[config.mk]
export PLATFORM = sky130hd
export DESIGN_NAME = router_fsm_nch_flat
export DESIGN_NICKNAME = d
export VERILOG_FILES = /design/src/rtl/router_fsm_nch_if.sv /design/src/rtl/router_fsm_nch.sv /design/src/flat_wrapper.sv
export SDC_FILE = /design/constraint.sdc
export NUM_CORES = 1
export LEC_CHECK = 0
export ABC_AREA = 1
export ABC_CLOCK_PERIOD_IN_PS = 1270
export BUFFER_PORTS_ARGS = -buffer_cell sky130_fd_sc_hd__buf_2
export CORE_UTILIZATION = 46
export DETAILED_ROUTE_END_ITERATION = 7
export PLACE_DENSITY = 0.77
export SLEW_MARGIN = 20
export SYNTH_ARGS = -nofsm -noshare
export SYNTH_HDL_FRONTEND = slang
export SYNTH_SLANG_ARGS = --single-unit
[constraint.sdc]
create_clock -name clk -period 1.27 [get_ports clk]
set_input_delay 0.3175 -clock clk [delete_from_list [all_inputs] [get_ports clk]]
set_output_delay 0.3175 -clock clk [all_outputs]
set_load 0.03 [all_outputs]
[src/rtl/router_fsm_nch_if.sv]
// ---------------------------------------------------------------------------
// router_fsm_nch_if
// Handshake bundle between the router control FSM and its surroundings.
//   slave  modport : the FSM view (status in, state decodes / select out)
//   master modport : the environment view (register block, FIFOs, source)
// Inputs to the FSM : pkt_valid, parity_done, low_pkt_valid, fifo_full,
//                     soft_rst[NUM_CH], fifo_empty[NUM_CH], din[ADDR_W]
// Outputs of the FSM: detect_add, lfd_state, ld_state, laf_state,
//                     full_state, drop_state, we_en_reg, rst_int_reg, busy,
//                     sel_ch[ADDR_W], drop_err
// ---------------------------------------------------------------------------
interface router_fsm_nch_if #(
  parameter int NUM_CH = 3,
  parameter int ADDR_W = 2
);
  logic              pkt_valid;
  logic              parity_done;
  logic              low_pkt_valid;
  logic              fifo_full;
  logic [NUM_CH-1:0] soft_rst;
  logic [NUM_CH-1:0] fifo_empty;
  logic [ADDR_W-1:0] din;

  logic              detect_add;
  logic              lfd_state;
  logic              ld_state;
  logic              laf_state;
  logic              full_state;
  logic              drop_state;
  logic              we_en_reg;
  logic              rst_int_reg;
  logic              busy;
  logic [ADDR_W-1:0] sel_ch;
  logic              drop_err;

  modport slave (
    input  pkt_valid, parity_done, low_pkt_valid, fifo_full,
           soft_rst, fifo_empty, din,
    output detect_add, lfd_state, ld_state, laf_state, full_state,
           drop_state, we_en_reg, rst_int_reg, busy, sel_ch, drop_err
  );

  modport master (
    output pkt_valid, parity_done, low_pkt_valid, fifo_full,
           soft_rst, fifo_empty, din,
    input  detect_add, lfd_state, ld_state, laf_state, full_state,
           drop_state, we_en_reg, rst_int_reg, busy, sel_ch, drop_err
  );
endinterface

[src/rtl/router_fsm_nch.sv]
// ---------------------------------------------------------------------------
// router_fsm_nch
// Control FSM for a 1xN packet router. Decodes the header address, sequences
// header / payload / parity loading into the selected output FIFO, handles
// FIFO-full back-pressure, per-channel soft reset and drops packets whose
// header addresses a non-existent channel.
//
// Ports:
//   clk  : rising-edge clock
//   rst  : asynchronous, active-low reset
//   bus  : router_fsm_nch_if.slave (see interface file for signal list)
//
// Optional feature (macro ROUTER_WAIT_TIMEOUT_EN): when defined, a packet
// waiting in WAIT_TILL_EMPTY for TIMEOUT_CYC cycles is dropped. Undefined,
// WAIT_TILL_EMPTY waits indefinitely.
// ---------------------------------------------------------------------------
module router_fsm_nch #(
  parameter int NUM_CH      = 3,
  parameter int ADDR_W      = 2,
  parameter int TIMEOUT_CYC = 64
) (
  input  logic             clk,
  input  logic             rst,
  router_fsm_nch_if.slave  bus
);

  localparam int              NUM_SLOT = 1 << ADDR_W;
  localparam logic [ADDR_W:0] NUM_CH_W = (ADDR_W + 1)'(NUM_CH);

  if (NUM_CH < 2 || NUM_CH > 16 || NUM_SLOT < NUM_CH || TIMEOUT_CYC < 1) begin : g_bad_param
    $error("router_fsm_nch: illegal NUM_CH / ADDR_W / TIMEOUT_CYC combination");
  end

  typedef enum logic [3:0] {
    DECODE_ADDRESS,
    LOAD_FIRST_DATA,
    LOAD_DATA,
    LOAD_PARITY,
    FIFO_FULL_STATE,
    LOAD_AFTER_FULL,
    WAIT_TILL_EMPTY,
    CHECK_PARITY_ERROR,
    DROP_PACKET
  } state_e;

  state_e            state_q, state_d;
  logic [ADDR_W-1:0] sel_ch_q, sel_ch_d;
  logic              drop_err_q, drop_err_d;

  // Per-channel vectors widened to the full address space so that indexing
  // with an illegal address (or a latched illegal sel_ch) reads a defined 0.
  logic [NUM_SLOT-1:0] empty_slot;
  logic [NUM_SLOT-1:0] soft_slot;

  always_comb begin
    empty_slot             = '0;
    soft_slot              = '0;
    empty_slot[NUM_CH-1:0] = bus.fifo_empty;
    soft_slot[NUM_CH-1:0]  = bus.soft_rst;
  end

  logic addr_legal;
  logic sel_soft_rst;
  logic wait_expired;

  assign addr_legal   = ({1'b0, bus.din} < NUM_CH_W);
  assign sel_soft_rst = soft_slot[sel_ch_q];

`ifdef ROUTER_WAIT_TIMEOUT_EN
  localparam int             CNT_W    = $clog2(TIMEOUT_CYC + 1);
  localparam logic [CNT_W-1:0] CNT_LAST = CNT_W'(TIMEOUT_CYC - 1);

  logic [CNT_W-1:0] cnt_q, cnt_d;

  // Counter is zero on the first WAIT_TILL_EMPTY cycle because every other
  // state clears it; expiry therefore falls on the TIMEOUT_CYC-th wait cycle.
  always_comb begin
    cnt_d = '0;
    if (state_q == WAIT_TILL_EMPTY) cnt_d = cnt_q + 1'b1;
  end

  always_ff @(posedge clk or negedge rst) begin
    if (!rst) cnt_q <= '0;
    else      cnt_q <= cnt_d;
  end

  assign wait_expired = (cnt_q == CNT_LAST);
`else
  assign wait_expired = 1'b0;
`endif

  // NOTE: every variable gets its default before the case statement so no
  // path leaves it unassigned; that is what keeps this block free of latches.
  always_comb begin
    state_d  = state_q;
    sel_ch_d = sel_ch_q;

    case (state_q)
      DECODE_ADDRESS: begin
        if (bus.pkt_valid) begin
          sel_ch_d = bus.din;
          if (!addr_legal)              state_d = DROP_PACKET;
          else if (empty_slot[bus.din]) state_d = LOAD_FIRST_DATA;
          else                          state_d = WAIT_TILL_EMPTY;
        end
      end
      LOAD_FIRST_DATA: state_d = LOAD_DATA;
      LOAD_DATA: begin
        // Back-pressure outranks end-of-packet.
        if (bus.fifo_full)       state_d = FIFO_FULL_STATE;
        else if (!bus.pkt_valid) state_d = LOAD_PARITY;
      end
      FIFO_FULL_STATE: begin
        if (!bus.fifo_full) state_d = LOAD_AFTER_FULL;
      end
      LOAD_AFTER_FULL: begin
        if (bus.parity_done)        state_d = DECODE_ADDRESS;
        else if (bus.low_pkt_valid) state_d = LOAD_PARITY;
        else                        state_d = LOAD_DATA;
      end
      LOAD_PARITY: state_d = CHECK_PARITY_ERROR;
      CHECK_PARITY_ERROR: begin
        state_d = bus.fifo_full ? FIFO_FULL_STATE : DECODE_ADDRESS;
      end
      WAIT_TILL_EMPTY: begin
        // A FIFO draining on the expiry cycle still gets the packet.
        if (empty_slot[sel_ch_q]) state_d = LOAD_FIRST_DATA;
        else if (wait_expired)    state_d = DROP_PACKET;
      end
      DROP_PACKET: begin
        if (!bus.pkt_valid) state_d = DECODE_ADDRESS;
      end
      default: state_d = DECODE_ADDRESS;
    endcase

    // Soft reset of the selected channel overrides every transition, except
    // where no channel is being served (idle decode, dropping a packet).
    if (sel_soft_rst && state_q != DECODE_ADDRESS && state_q != DROP_PACKET)
      state_d = DECODE_ADDRESS;
  end

  // Pulse only on the transition into DROP_PACKET, not while staying there.
  assign drop_err_d = (state_d == DROP_PACKET) && (state_q != DROP_PACKET);

  // NOTE: sequential state uses non-blocking assignments so every flop samples
  // the pre-edge value of the others, independent of block evaluation order.
  always_ff @(posedge clk or negedge rst) begin
    if (!rst) begin
      state_q    <= DECODE_ADDRESS;
      sel_ch_q   <= '0;
      drop_err_q <= 1'b0;
    end else begin
      state_q    <= state_d;
      sel_ch_q   <= sel_ch_d;
      drop_err_q <= drop_err_d;
    end
  end

  assign bus.detect_add  = (state_q == DECODE_ADDRESS);
  assign bus.lfd_state   = (state_q == LOAD_FIRST_DATA);
  assign bus.ld_state    = (state_q == LOAD_DATA);
  assign bus.laf_state   = (state_q == LOAD_AFTER_FULL);
  assign bus.full_state  = (state_q == FIFO_FULL_STATE);
  assign bus.drop_state  = (state_q == DROP_PACKET);
  assign bus.rst_int_reg = (state_q == CHECK_PARITY_ERROR);
  assign bus.we_en_reg   = (state_q == LOAD_DATA)   ||
                           (state_q == LOAD_PARITY) ||
                           (state_q == LOAD_AFTER_FULL);
  assign bus.busy        = !((state_q == DECODE_ADDRESS) ||
                             (state_q == LOAD_DATA)      ||
                             (state_q == DROP_PACKET));
  assign bus.sel_ch      = sel_ch_q;
  assign bus.drop_err    = drop_err_q;

endmodule

[src/flat_wrapper.sv]
// flat-port wrapper written by rule: the top's interface ports become plain ports
module router_fsm_nch_flat 
#(
  parameter int NUM_CH      = 3,
  parameter int ADDR_W      = 2,
  parameter int TIMEOUT_CYC = 64
)
  (clk, rst, bus_pkt_valid, bus_parity_done, bus_low_pkt_valid, bus_fifo_full, bus_soft_rst, bus_fifo_empty, bus_din, bus_detect_add, bus_lfd_state, bus_ld_state, bus_laf_state, bus_full_state, bus_drop_state, bus_we_en_reg, bus_rst_int_reg, bus_busy, bus_sel_ch, bus_drop_err);
  router_fsm_nch_if #(.NUM_CH(NUM_CH), .ADDR_W(ADDR_W)) bus_i ();
  input  logic clk;
  input  logic rst;
  input wire logic [$bits(bus_i.pkt_valid)-1:0] bus_pkt_valid;
  input wire logic [$bits(bus_i.parity_done)-1:0] bus_parity_done;
  input wire logic [$bits(bus_i.low_pkt_valid)-1:0] bus_low_pkt_valid;
  input wire logic [$bits(bus_i.fifo_full)-1:0] bus_fifo_full;
  input wire logic [$bits(bus_i.soft_rst)-1:0] bus_soft_rst;
  input wire logic [$bits(bus_i.fifo_empty)-1:0] bus_fifo_empty;
  input wire logic [$bits(bus_i.din)-1:0] bus_din;
  output wire logic [$bits(bus_i.detect_add)-1:0] bus_detect_add;
  output wire logic [$bits(bus_i.lfd_state)-1:0] bus_lfd_state;
  output wire logic [$bits(bus_i.ld_state)-1:0] bus_ld_state;
  output wire logic [$bits(bus_i.laf_state)-1:0] bus_laf_state;
  output wire logic [$bits(bus_i.full_state)-1:0] bus_full_state;
  output wire logic [$bits(bus_i.drop_state)-1:0] bus_drop_state;
  output wire logic [$bits(bus_i.we_en_reg)-1:0] bus_we_en_reg;
  output wire logic [$bits(bus_i.rst_int_reg)-1:0] bus_rst_int_reg;
  output wire logic [$bits(bus_i.busy)-1:0] bus_busy;
  output wire logic [$bits(bus_i.sel_ch)-1:0] bus_sel_ch;
  output wire logic [$bits(bus_i.drop_err)-1:0] bus_drop_err;
  assign bus_i.pkt_valid = bus_pkt_valid;
  assign bus_i.parity_done = bus_parity_done;
  assign bus_i.low_pkt_valid = bus_low_pkt_valid;
  assign bus_i.fifo_full = bus_fifo_full;
  assign bus_i.soft_rst = bus_soft_rst;
  assign bus_i.fifo_empty = bus_fifo_empty;
  assign bus_i.din = bus_din;
  assign bus_detect_add = bus_i.detect_add;
  assign bus_lfd_state = bus_i.lfd_state;
  assign bus_ld_state = bus_i.ld_state;
  assign bus_laf_state = bus_i.laf_state;
  assign bus_full_state = bus_i.full_state;
  assign bus_drop_state = bus_i.drop_state;
  assign bus_we_en_reg = bus_i.we_en_reg;
  assign bus_rst_int_reg = bus_i.rst_int_reg;
  assign bus_busy = bus_i.busy;
  assign bus_sel_ch = bus_i.sel_ch;
  assign bus_drop_err = bus_i.drop_err;
  router_fsm_nch #(.NUM_CH(NUM_CH), .ADDR_W(ADDR_W), .TIMEOUT_CYC(TIMEOUT_CYC)) u_core (.clk(clk), .rst(rst), .bus(bus_i));
endmodule
==> flow_summary.html <==
<table>
<tr><th>Metric</th><th>Value</th></tr>
<tr><th colspan="2">Placement</th></tr>
<tr><td>Count of port buffers added during placement</td><td>25</td></tr>
<tr><td>Post-Place Worst Slack</td><td>-86.48 ps</td></tr>
<tr><td>Placed cell count</td><td>160</td></tr>
<tr><td>Placed cell areas</td><td>933.4 um2</td></tr>
<tr><td>Estimated wirelength of the detail-placed design</td><td>1372 um</td></tr>
<tr><td>Gp weighted congestion</td><td>0.8356</td></tr>
<tr><th colspan="2">Setup path</th></tr>
<tr><td>Crit path capture type</td><td>output port</td></tr>
<tr><td>Endpoint of the most critical register-to-register path</td><td>u_core.state_q[2]$_DFF_PN0_</td></tr>
<tr><td>Number of cells on the worst reg-to-reg path</td><td>9</td></tr>
<tr><td>CP required</td><td>950 ps</td></tr>
<tr><td>Launching point of the worst reg2reg path</td><td>u_core.state_q[1]$_DFF_PN0_</td></tr>
<tr><td>Maximum fanout along the worst path</td><td>4</td></tr>
<tr><td>CP Launch Type</td><td>flip-flop</td></tr>
<tr><td>Crit Path Category</td><td>reg -&gt; out</td></tr>
<tr><td>Register-to-register setup slack</td><td>-140 ps</td></tr>
<tr><td>Critical Path AT</td><td>1260 ps</td></tr>
<tr><th colspan="2">Yosys</th></tr>
<tr><td>Leading post-synthesis cells by instance count</td><td>26 x nand2_1, 24 x inv_1, 16 x nor2_1</td></tr>
<tr><td>Share of the synthesized area in compound gates (AO/OA/AOI/OAI)</td><td>6.433%</td></tr>
<tr><td>Library cell with the highest instance count after synthesis</td><td>nand2_1</td></tr>
<tr><td>Post-synthesis register bit count</td><td>7</td></tr>
<tr><td>Post-Synthesis Mean Instance Area</td><td>5.999 um2</td></tr>
<tr><td>Parity-gate share of the synthesized area counting xor and xnor cells</td><td>0%</td></tr>
<tr><td>Cell type contributing the most total cell area after synthesis</td><td>dfrtp_1</td></tr>
<tr><td>Count of flip-flops with a built-in enable after synthesis</td><td>0</td></tr>
<tr><td>Netlist area before placement</td><td>641.9 um2</td></tr>
<tr><td>Post-Synthesis Net Count</td><td>121</td></tr>
<tr><td>Area share of the largest cell type after synthesis</td><td>27.29%</td></tr>
<tr><td>Count of warnings emitted by yosys</td><td>0</td></tr>
<tr><td>Post-synth ARST share</td><td>100.0%</td></tr>
<tr><td>Largest family of logic cells by synthesized area</td><td>simple AND/OR/NAND/NOR gates</td></tr>
<tr><td>Leading post-synthesis cells by cell area</td><td>dfrtp_1 27%, nand2_1 15%, inv_1 14%, nor2_1 9.4%, nand3_1 8.6%</td></tr>
<tr><td>Simple-gate area share of the yosys netlist</td><td>51.07%</td></tr>
<tr><td>Post-synthesis cell type count</td><td>18</td></tr>
<tr><td>Proportion of synthesized chip area in sequential cells</td><td>27.29%</td></tr>
<tr><td>Multiplexer share of the synthesized area</td><td>0%</td></tr>
<tr><td>Ys flop type</td><td>dfrtp_1</td></tr>
<tr><td>Number of standard cells after synthesis</td><td>107</td></tr>
<tr><td>Post-synthesis share of cell area spent on full adders, half adders and majority gates</td><td>0%</td></tr>
<tr><th colspan="2">Die</th></tr>
<tr><td>Die Footprint</td><td>0.001549 mm2</td></tr>
<tr><td>Die Y</td><td>39.36 um</td></tr>
<tr><td>Area of the core region</td><td>0.001301 mm2</td></tr>
<tr><td>Initial core utilization</td><td>49.33%</td></tr>
<tr><td>Ports placed on the boundary</td><td>26</td></tr>
<tr><td>Number of cell rows</td><td>13</td></tr>
<tr><td>Floorplan die width</td><td>39.36 um</td></tr>
<tr><th colspan="2">STA</th></tr>
<tr><td>Fin Setup TNS</td><td>-3156 ps</td></tr>
<tr><td>Max-slew violation count</td><td>0</td></tr>
<tr><td>Maximum operating frequency</td><td>633.6 MHz</td></tr>
<tr><td>Setup-violating endpoint count in the final report</td><td>15</td></tr>
<tr><td>Final hold violation count</td><td>0</td></tr>
<tr><td>Unrepaired setup endpoints after global routing</td><td>yes</td></tr>
<tr><td>Actual slew at the worst max-slew pin</td><td>224.8 ps</td></tr>
<tr><td>Post-route minimum period</td><td>1578 ps</td></tr>
<tr><td>Max-slew headroom</td><td>84.90%</td></tr>
<tr><td>Maximum clock skew at final layout</td><td>2.946 ps</td></tr>
<tr><td>Final hold slack</td><td>369.3 ps</td></tr>
<tr><td>Worst setup margin</td><td>-308.4 ps</td></tr>
<tr><td>Share of the clock period used by the worst path after layout</td><td>124.3%</td></tr>
<tr><th colspan="2">CTS</th></tr>
<tr><td>Clock insertion delay at the later pin of the skew report</td><td>240 ps</td></tr>
<tr><td>Total clock buffers created by CTS</td><td>3</td></tr>
<tr><td>Clock tree from TritonCTS</td><td>done</td></tr>
<tr><td>Number of H-tree levels</td><td>1</td></tr>
<tr><td>Clock Pin Slew Worst Setup and Hold Paths</td><td>50 ps</td></tr>
<tr><td>Maximum clock path buffer count</td><td>2</td></tr>
<tr><td>CTS root buf</td><td>clkbuf_4</td></tr>
<tr><td>Clk sink count</td><td>7</td></tr>
<tr><th colspan="2">Route</th></tr>
<tr><td>Final routed wirelength across all metal layers</td><td>2102 um</td></tr>
<tr><td>Average wire per cell in the routed design</td><td>12.29 um</td></tr>
<tr><td>DRC marker count from the first detailed-route iteration</td><td>33</td></tr>
<tr><td>DRC</td><td>0</td></tr>
<tr><td>Count of nets left with antenna violations after detail routing</td><td>0</td></tr>
<tr><td>Vias after detailed routing</td><td>866</td></tr>
<tr><td>Average via count per standard cell</td><td>5.064</td></tr>
<tr><td>TritonRoute pass-1 iters</td><td>5</td></tr>
<tr><th colspan="2">Global routing</th></tr>
<tr><td>Antenna violations before repair</td><td>0</td></tr>
<tr><td>Remaining global-route overflow</td><td>0</td></tr>
<tr><td>Wire length of the first global-routing pass</td><td>3118 um</td></tr>
<tr><td>Via count of the first global-routing pass</td><td>762</td></tr>
<tr><td>GR Util All Layers</td><td>30.67%</td></tr>
<tr><td>Pin count of the biggest net entering global routing</td><td>8</td></tr>
<tr><th colspan="2">Cells and area</th></tr>
<tr><td>Share of final-layout standard cells stronger than drive strength 1</td><td>49.36%</td></tr>
<tr><td>Final-stage net count</td><td>171</td></tr>
<tr><td>Area growth syn-to-layout</td><td>74.85%</td></tr>
<tr><td>N_diodes</td><td>0</td></tr>
<tr><td>Final cell count without fillers</td><td>171</td></tr>
<tr><td>Total non-filler cell area in the finished layout</td><td>0.001122 mm2</td></tr>
<tr><th colspan="2">Power and ir drop</th></tr>
<tr><td>Leak Pwr</td><td>0.6407 nW</td></tr>
<tr><td>Peak VDD IR</td><td>0.001355 V</td></tr>
<tr><td>Pwr per Cell Area</td><td>2288 mW/mm2</td></tr>
<tr><th colspan="2">Outcome</th></tr>
<tr><td>Failing checks</td><td>setup timing</td></tr>
<tr><td>Result of the run</td><td>complete, but fails checks</td></tr>
<tr><th colspan="2">Worst hold path</th></tr>
<tr><td>Worst hold path cell count</td><td>3</td></tr>
<tr><td>Worst hold path class</td><td>in -&gt; reg</td></tr>
<tr><td>Min-Delay Endpoint</td><td>u_core.bus.sel_ch[1]$_DFFE_PN0P_</td></tr>
<tr><td>Worst Min Path Start</td><td>bus_din[1]</td></tr>
<tr><th colspan="2">Run</th></tr>
<tr><td>Max Cap Viol</td><td>0</td></tr>
</table>
==> worst max-delay path by stage <==
stage / from / end / slack (ps) / cells after the start
CTS: u_core.state_q[2]$_DFF_PN0_ / bus_detect_add / -300 / 5
global route: u_core.state_q[3]$_DFF_PN0_ / bus_busy / -360 / 5
global placement: u_core.state_q[2]$_DFF_PN0_ / bus_detect_add / -70 / 5
floorplan: u_core.state_q[0]$_DFF_PN0_ / bus_drop_state / -100 / 3
detailed placement: u_core.state_q[2]$_DFF_PN0_ / bus_we_en_reg / -90 / 5
finish: u_core.state_q[3]$_DFF_PN0_ / bus_busy / -310 / 5
==> power by group <==
group	internal, W	leakage [nW]	switching [W]
clock network	0.000119	0.0150	0.0000723
logic	0.000861	0.540	0.00105
registers	0.000306	0.0857	0.000154
total	0.00129	0.641	0.00128
==> cell families (layout without fill, tap and decap cells) <==
kind of cell / count (synthesis) / count (layout)
compound gates: 7 / 7
buf+inv: 26 / 75
flops: 7 / 7
simple gates: 67 / 67
==> state kept, by name, summed over array words and instances, names as in the netlist <==
register / flops
u_core.state_q: 4
u_core.bus.sel_ch: 2
u_core.bus.drop_err: 1
==> layout by cell type (no fill, tap or decap), types with 3 or more instances in the layout <==
| master | count |
|---|---|
| inv_2 | 5 |
| clkbuf_4 | 3 |
| nor2_4 | 8 |
| nand2_2 | 3 |
| buf_4 | 13 |
| nor2_1 | 10 |
| nand3_1 | 11 |
| nor2_2 | 3 |
| buf_2 | 16 |
| dfrtp_2 | 4 |
| nand2_1 | 24 |
| inv_1 | 20 |
| buf_6 | 15 |
| dfrtp_1 | 3 |
==> through the flow <==
step	power, W	utilization [%]
floorplan	0.001401	-
global placement	0.001880	71.73
detailed placement	0.001909	71.73
CTS	0.002381	82.69
global route	0.002745	86.25
finish	0.002568	86.25
==> area by class of cell <==
| type | instances | area, um2 |
|---|---|---|
| clock buffer | 4 | 26.28 |
| tap | 15 | 18.77 |
| sequential | 7 | 180.2 |
| timing repair buffer | 45 | 356.6 |
| fill | 86 | 178.9 |
| multi-input combinational | 74 | 440.4 |
| inverter | 26 | 100.1 |
==> per-layer routing <==
metal  vias to the layer above  track usage [%]  share of wire (%)
li1                        429                -                  -
met3                         4            5.682                6.1
met5                         -                0                  0
met1                       393            36.71                 40
met2                        40            51.25                 52
met4                         0            16.38                1.4
==> worst max-delay path, stage by stage, from the launching register on <==
cell and delay (ps):
dfrtp_2 450, nor2_4 160, inv_4 70, nor2_4 160, nor2_4 40, buf_6 130
==> what timing repair did <==
action | 4_1_cts | 5_1_grt
pin swaps | 6 | 6
endpoints found under the setup margin | 15 | 15
resized for setup | 27 | 14
endpoints found under the hold margin | 7 | 0
cloned | 0 | 0
hold buffers | 1 | 0
setup buffers | 5 | 2
Power figures use the tool's default switching activity.
